[config.mk]
export PLATFORM = sky130hd
export DESIGN_NAME = key_debounce_pulse
export DESIGN_NICKNAME = d
export VERILOG_FILES = /design/src/rtl/key_debounce_pulse.sv
export SDC_FILE = /design/constraint.sdc
export NUM_CORES = 1
export LEC_CHECK = 0
export CORE_MARGIN = 5
export CORE_UTILIZATION = 59
export CTS_CLUSTER_DIAMETER = 80
export DETAILED_ROUTE_END_ITERATION = 12
export GPL_ROUTABILITY_DRIVEN = 0
export PLACE_DENSITY = 0.74
export SYNTH_ARGS = -nofsm -noshare
export SYNTH_HDL_FRONTEND = slang
export SYNTH_SLANG_ARGS = --single-unit
[constraint.sdc]
create_clock -name clk -period 1.9 [get_ports clk]
set_input_delay 0.285 -clock clk [delete_from_list [all_inputs] [get_ports clk]]
set_output_delay 0.285 -clock clk [all_outputs]
set_load 0.05 [all_outputs]
[src/rtl/key_debounce_pulse.sv]
// Pushbutton synchroniser, debouncer and press/release pulse generator.
// Optional auto-repeat of press_pulse while held: define KEY_AUTOREPEAT_EN.
module key_debounce_pulse #(
  parameter int unsigned DEBOUNCE_CYCLES = 500000,
  parameter bit          BTN_ACTIVE_LOW  = 1'b1,
  parameter int unsigned REPEAT_DELAY    = 25000000,
  parameter int unsigned REPEAT_PERIOD   = 5000000
) (
  input  logic clk,
  input  logic rst,
  input  logic btn,
  output logic btn_level,
  output logic press_pulse,
  output logic release_pulse
);

  localparam int unsigned CNT_W = (DEBOUNCE_CYCLES < 1) ? 1 : $clog2(DEBOUNCE_CYCLES + 1);
  localparam logic [CNT_W-1:0] CNT_MAX = CNT_W'(DEBOUNCE_CYCLES);

  // Elaboration-time sanity check on the configuration.
  if (DEBOUNCE_CYCLES < 1 || REPEAT_DELAY < 1 || REPEAT_PERIOD < 1) begin : g_bad_cfg
    $error("key_debounce_pulse: DEBOUNCE_CYCLES, REPEAT_DELAY and REPEAT_PERIOD must be >= 1");
  end

  typedef enum logic [1:0] {IDLE, PRESS_WAIT, HELD, RELEASE_WAIT} state_t;

  state_t           state, state_d;
  logic [CNT_W-1:0] cnt, cnt_d;
  logic             s1, s;
  logic             p;
  logic             level_d, press_d, release_d;
  logic             repeat_fire;

  assign p = btn ^ BTN_ACTIVE_LOW;

  // Synchroniser, FSM state and registered outputs.
  always_ff @(posedge clk) begin
    if (!rst) begin
      s1            <= 1'b0;
      s             <= 1'b0;
      state         <= IDLE;
      cnt           <= '0;
      btn_level     <= 1'b0;
      press_pulse   <= 1'b0;
      release_pulse <= 1'b0;
    end else begin
      s1            <= p;
      s             <= s1;
      state         <= state_d;
      cnt           <= cnt_d;
      btn_level     <= level_d;
      press_pulse   <= press_d | repeat_fire;
      release_pulse <= release_d;
    end
  end

  // Next-state and output decode.
  always_comb begin
    state_d   = state;
    cnt_d     = cnt;
    level_d   = btn_level;
    press_d   = 1'b0;
    release_d = 1'b0;
    case (state)
      IDLE: begin
        if (s) begin
          state_d = PRESS_WAIT;
          cnt_d   = CNT_W'(1);
        end
      end
      PRESS_WAIT: begin
        if (!s) begin
          state_d = IDLE;
          cnt_d   = '0;
        end else if (cnt == CNT_MAX) begin
          state_d = HELD;
          cnt_d   = '0;
          press_d = 1'b1;
          level_d = 1'b1;
        end else begin
          cnt_d = cnt + CNT_W'(1);
        end
      end
      HELD: begin
        if (!s) begin
          state_d = RELEASE_WAIT;
          cnt_d   = CNT_W'(1);
        end
      end
      RELEASE_WAIT: begin
        if (s) begin
          state_d = HELD;
          cnt_d   = '0;
        end else if (cnt == CNT_MAX) begin
          state_d   = IDLE;
          cnt_d     = '0;
          release_d = 1'b1;
          level_d   = 1'b0;
        end else begin
          cnt_d = cnt + CNT_W'(1);
        end
      end
      default: begin
        state_d = IDLE;
        cnt_d   = '0;
      end
    endcase
  end

`ifdef KEY_AUTOREPEAT_EN
  localparam int unsigned RC_MAX = (REPEAT_DELAY > REPEAT_PERIOD) ? REPEAT_DELAY : REPEAT_PERIOD;
  localparam int unsigned RC_W   = $clog2(RC_MAX + 1);
  localparam logic [RC_W-1:0] DELAY_LAST  = RC_W'(REPEAT_DELAY - 1);
  localparam logic [RC_W-1:0] PERIOD_LAST = RC_W'(REPEAT_PERIOD - 1);

  logic [RC_W-1:0] rc, rc_d;
  logic            repeating, repeating_d;

  // rc runs only while held and stable; it freezes during a release bounce.
  always_comb begin
    rc_d        = rc;
    repeating_d = repeating;
    repeat_fire = 1'b0;
    if (state == IDLE) begin
      rc_d        = '0;
      repeating_d = 1'b0;
    end else if (state == HELD && s) begin
      if (rc == (repeating ? PERIOD_LAST : DELAY_LAST)) begin
        rc_d        = '0;
        repeating_d = 1'b1;
        repeat_fire = 1'b1;
      end else begin
        rc_d = rc + RC_W'(1);
      end
    end
  end

  always_ff @(posedge clk) begin
    if (!rst) begin
      rc        <= '0;
      repeating <= 1'b0;
    end else begin
      rc        <= rc_d;
      repeating <= repeating_d;
    end
  end
`else
  assign repeat_fire = 1'b0;
`endif

endmodule

After elaboration in Yosys (flattened, before gate mapping)
Index checks and enable logic that the tools add are counted.

cells by class
  muxes and demuxes = 19
  bitwise gates (word level) = 3
  $add $sub $neg = 1
  reduce and logical (&&, ||, !) cells = 7
  equality and inequality tests = 12

operators by type and width
  cell                     count
  $mux W19                 5
  $pmux W19 S4             1
  $add A19 B1 Y19 const B  1
  $eq A19 B19 Y1 const B   1
  $mux W2                  6
  $ne A2 B2 Y1 const B     6
  $pmux W2 S4              1
  $ne A3 B3 Y1 const B     2
  $mux W1                  5
  $reduce_and A5 Y1        1
  $eq A2 B2 Y1 const B     2
  $reduce_and A4 Y1        1
  $not A1 Y1               3
  $reduce_and A3 Y1        1
  $reduce_or A3 Y1         1
  $eq A2 B1 Y1 const B     1
  $logic_not A2 Y1         1
  $pmux W1 S2              1
  $reduce_and A2 Y1        1
  $reduce_bool A2 Y1       1

word-level totals
  word-level logic and storage cells = 49
  input port bits = 3
  output and inout bits = 3
  register bits after elaboration = 26

Longest topological paths before layout
  depth after elaboration = 4
  mapped depth = 8
  gate-level depth less buffers = 7

Least setup slack after synthesis
OpenSTA, ideal clock, no wires.

  path type = flip-flop to flip-flop
  start point = reg cnt[0]
  end point = reg cnt[16]
  slack = 0.209 ns
  cell stages (with the launch flop) = 8
  clock period less this slack = 1.691 ns
  library setup time = 0.114 ns
  arrival = 1.577 ns
  required time = 1.786 ns
  path buffers = 1
  cell sequence = dfxtp_1 -> ha_1 -> and4_1 -> buf_2 -> and4_1 -> nand3_1 -> a21o_1 -> a21o_1

on the way
  cells in the longest elaborated chain, start to end = 4
  elaborated cells on any way between the ends = 6
  those cells by class = 1 x add/sub; 1 x eq/ne; 4 x mux

ends and longest elaborated chain
  what                                                      RTL line  RTL
  from (decl)                                               28        logic [CNT_W-1:0] cnt, cnt_d;
  from (signal assigned)                                    50        cnt <= cnt_d;
  $add A19 B1 Y19 / $eq A19 B19 Y1 (equally long branches)  --
  $mux W19 *                                                75, 94
  $mux W19 (on tied branches)                               91, 72
  $pmux W19 S4 *                                            64        case (state)

Every way passes the cells marked *; elsewhere a longest branch is shown, timed or not.
A chain may end at the register's enable or synchronous reset.

Final worst setup path
  start point = reg btn_level
  end point = out btn_level

RTL lines
  what                    RTL line  RTL
  from (decl)             12        output logic btn_level,
  from (signal assigned)  51        btn_level <= level_d;

No word-level cell between the ends.

==> flow_summary.rst <==
.. list-table::
   :header-rows: 1

   * - Metric
     - Value
   * - Outcome
     - finished clean
   * - Synth Flop Type
     - dfxtp_1
   * - Required time of the worst setup path
     - 1.62 ns
   * - Number of global-route vias before repair
     - 1172
   * - Final layout net count
     - 181
   * - Clock transition at the register clock pins on the worst setup and hold paths after CTS
     - 0.15 ns
   * - I/O pins
     - 6
   * - Highest net fanout along the worst path
     - 3
   * - Share of layout cells above drive strength 1
     - 17.7%
   * - Setup Total Neg Slack
     - 0 ns
   * - Tightest Hold Check Type
     - flop to flop
   * - Slowest stage delay, CP
     - 0.81 ns
   * - Total chip power
     - 0.00100 W
   * - Maximum operating frequency
     - 0.557 GHz
   * - Synth top area cells
     - dfxtp_1 35%, nand3_1 5.7%, mux2i_1 4.7%
   * - Yosys warnings
     - 0
   * - HPWL Detailed
     - 2120 um
   * - Area occupied by multi-input gates
     - 857 um^2
   * - Count of final max-slew check failures
     - 0
   * - Total of flip-flops plus latches after synthesis
     - 26
   * - Clk Latency, worst-skew pair
     - 0.33 ns
   * - Critical-path cell with the highest stage delay
     - clkdlybuf4s50_1
   * - Leading area contributor after synthesis
     - dfxtp_1
   * - Uppermost layer routed
     - met4
   * - Number of buffers and inverters on the critical path
     - 1
   * - Crit path DAT
     - 1.51 ns
   * - Number of CTS-inserted buffers
     - 3
   * - Clock root cell
     - clkbuf_4
   * - P per Cell Area
     - 612 nW/um^2
   * - DR vias/cell
     - 6.25
   * - Unrepaired setup endpoints after global routing
     - false
   * - Remaining design rule violation count
     - 0
   * - Net count after synthesis
     - 174
   * - Worst clock skew
     - 0.00691 ns
   * - Maximum count of clock buffers along a single path
     - 2
   * - TritonCTS Sinks
     - 26
   * - Post-route core utilization
     - 66.7%
   * - Leakage power
     - 0.604 nW
   * - Total routed wire length on the met1 layer
     - 1350 um
   * - Number of iterations in the first detailed-routing pass
     - 4
   * - Floorplan die area
     - 3640 um^2
   * - VDD IR-drop max
     - 0.555 mV
   * - Most common library cells after synthesis
     - 26 x dfxtp_1, 17 x nand3_1, 13 x nand2_1, 12 x a21oi_1, 8 x nand4_1
   * - Post-Syn Area per Cell
     - 8.83 um^2
   * - Cell family contributing the most delay on the critical path
     - buffers and inverters
   * - Antenna violations before repair
     - 0
   * - Detailed-routed wire length on met3
     - 141 um
   * - Distinct cell type count after synthesis
     - 47
   * - First-pass GRT wire length
     - 5020 um
   * - Synthesized cell area
     - 1490 um^2
   * - Total routed wirelength
     - 3000 um
   * - Endpoint kind of the worst setup timing path
     - primary output
   * - Fin crit period
     - 1.80 ns
   * - Clock tree from TritonCTS
     - built
   * - Kind of critical path
     - flop to primary output
   * - Number of failing setup endpoints in the final timing report
     - 0
   * - Starting DRT DRC Count
     - 54
   * - DR vias
     - 1282
   * - Crit path launch
     - btn_level
   * - Share of the clock period used by the worst path after layout
     - 94.6%
   * - Sum of met2 wire segment lengths after detailed routing
     - 1450 um
   * - Post-Syn Instances
     - 169
   * - Row count
     - 18
   * - Final number of hold-violating endpoints
     - 0
   * - Number of flops mapped to enable cells by yosys
     - 0
   * - Total GRT Usage
     - 18.0%
   * - Sequential Area
     - 522 um^2
   * - Nature of the critical path startpoint
     - flop
   * - Most used standard cell by instance count after synthesis
     - dfxtp_1
   * - Antenna diode count
     - 0
   * - Headroom to the max-slew limit
     - 66.7%
   * - Post-CTS Repair Setup Buffers
     - 0
   * - Worst R2R Start
     - cnt[1]
   * - Number of cells in the design after placement
     - 201
   * - Chip Width
     - 60.3 um
   * - Pin slew with the least headroom to its limit
     - 0.498 ns
   * - Total gr overflow
     - 0
   * - Share of the yosys chip area belonging to registers
     - 34.9%
   * - Number of maximum-capacitance constraint violations
     - 0
   * - Cell breakdown of the critical path
     - clkdlybuf4s50_1
   * - Async set-or-reset flop fraction in the synthesized netlist
     - 0%
   * - Antenna Violating Nets Remaining
     - 0
   * - Deepest level of the CTS H-tree
     - 1
   * - Number of fillers in the final layout
     - 218
   * - Fraction of synthesized cell area taken by the top area cell type
     - 34.9%
   * - Area growth, synth to finish
     - 9.72%
   * - Vertical die dimension
     - 60.3 um
   * - Count of input and output buffers
     - 5
   * - Post-DR wirelength/cell
     - 14.6 um
   * - Effective utilization at floorplan
     - 60.8%
   * - Largest net degree at the start of global routing
     - 22
   * - Final instance count without filler cells
     - 205
   * - Total core area
     - 2450 um^2
   * - Worst Hold Launch
     - s1
final timing paths:
check	end	slack, ns	depth (start not counted)
worst min register to register	s	0.47	1
worst max-delay path	btn_level	0.10	1
worst max register to register	cnt[16]	0.12	6
worst min-delay path	s	0.47	1
area by class of cell:
type | count | share of cell area, %
multi-input cells | 125 | 52.3
repair buffers | 15 | 9.17
clock inverters | 1 | 1.83
well taps | 30 | 2.29
flip-flops and latches | 26 | 31.9
inverters | 5 | 1.15
clock buffers | 3 | 1.38
power by group:
part	switching (W)	internal (W)	leakage [nW]
combinational	0.0000325	0.0000283	0.366
sequential	0.00000683	0.000551	0.211
clock	0.000170	0.000213	0.0279
stage by stage:
step / setup WS (ns) / hold slack [ns] / cell area [um^2]
2_1_floorplan: 0.209 / 0.357 / 1490
3_3_place_gp: 0.153 / 0.419 / 1580
3_5_place_dp: 0.117 / 0.446 / 1580
4_1_cts: 0.0816 / 0.464 / 1630
5_1_grt: 0.00620 / 0.469 / 1640
6_report: 0.104 / 0.468 / 1640
sequential cells by signal (all words and copies together), names as in the netlist, named ones only:
| signal | cells |
|---|---|
| btn_level | 1 |
| cnt | 19 |
| press_pulse | 1 |
| release_pulse | 1 |
| s | 1 |
| s1 | 1 |
| state | 1 |
logic make-up (layout without fill, tap and decap cells):
kind of cell,Yosys count,in the layout,synth area share (%)
xor gates and xnor gates,2,2,2.43
and+or+nand+nor,82,82,34.5
muxes,7,7,4.69
DFF,26,26,34.9
AOI/OAI and AO/OA,32,32,13.7
adders and majority gates,2,2,1.68
buffers and inverters,18,24,8.13
cell usage in the layout, fill, tap and decap left out, types with 2 or more instances in the layout:
cell	count
a21oi_1	12
o21ai_1	2
nor2b_1	3
a21o_1	2
nor2_1	3
ha_1	2
dfxtp_1	25
buf_4	8
and3_2	2
inv_1	5
and4_2	2
buf_12	2
clkdlybuf4s50_1	5
nand2_1	13
nand4_1	8
a31oi_1	2
clkbuf_4	3
and4_1	4
nor3_1	6
and3_1	6
nor3b_1	2
mux2i_1	7
and2_1	3
and2b_2	2
o21ai_0	6
nand3_1	17
routing by layer:
metal,track usage (%),up-vias
li1,-,630
met1,23.3,605
met2,30.4,40
met3,1.94,7
met4,7.59,0
met5,0,-
repair_timing:
item                       in CTS  in global routing
hold buffers                    0                  0
setup endpoints to repair       0                  5
resized for setup               0                  2
Note: power is estimated with default switching activity, not from simulation.
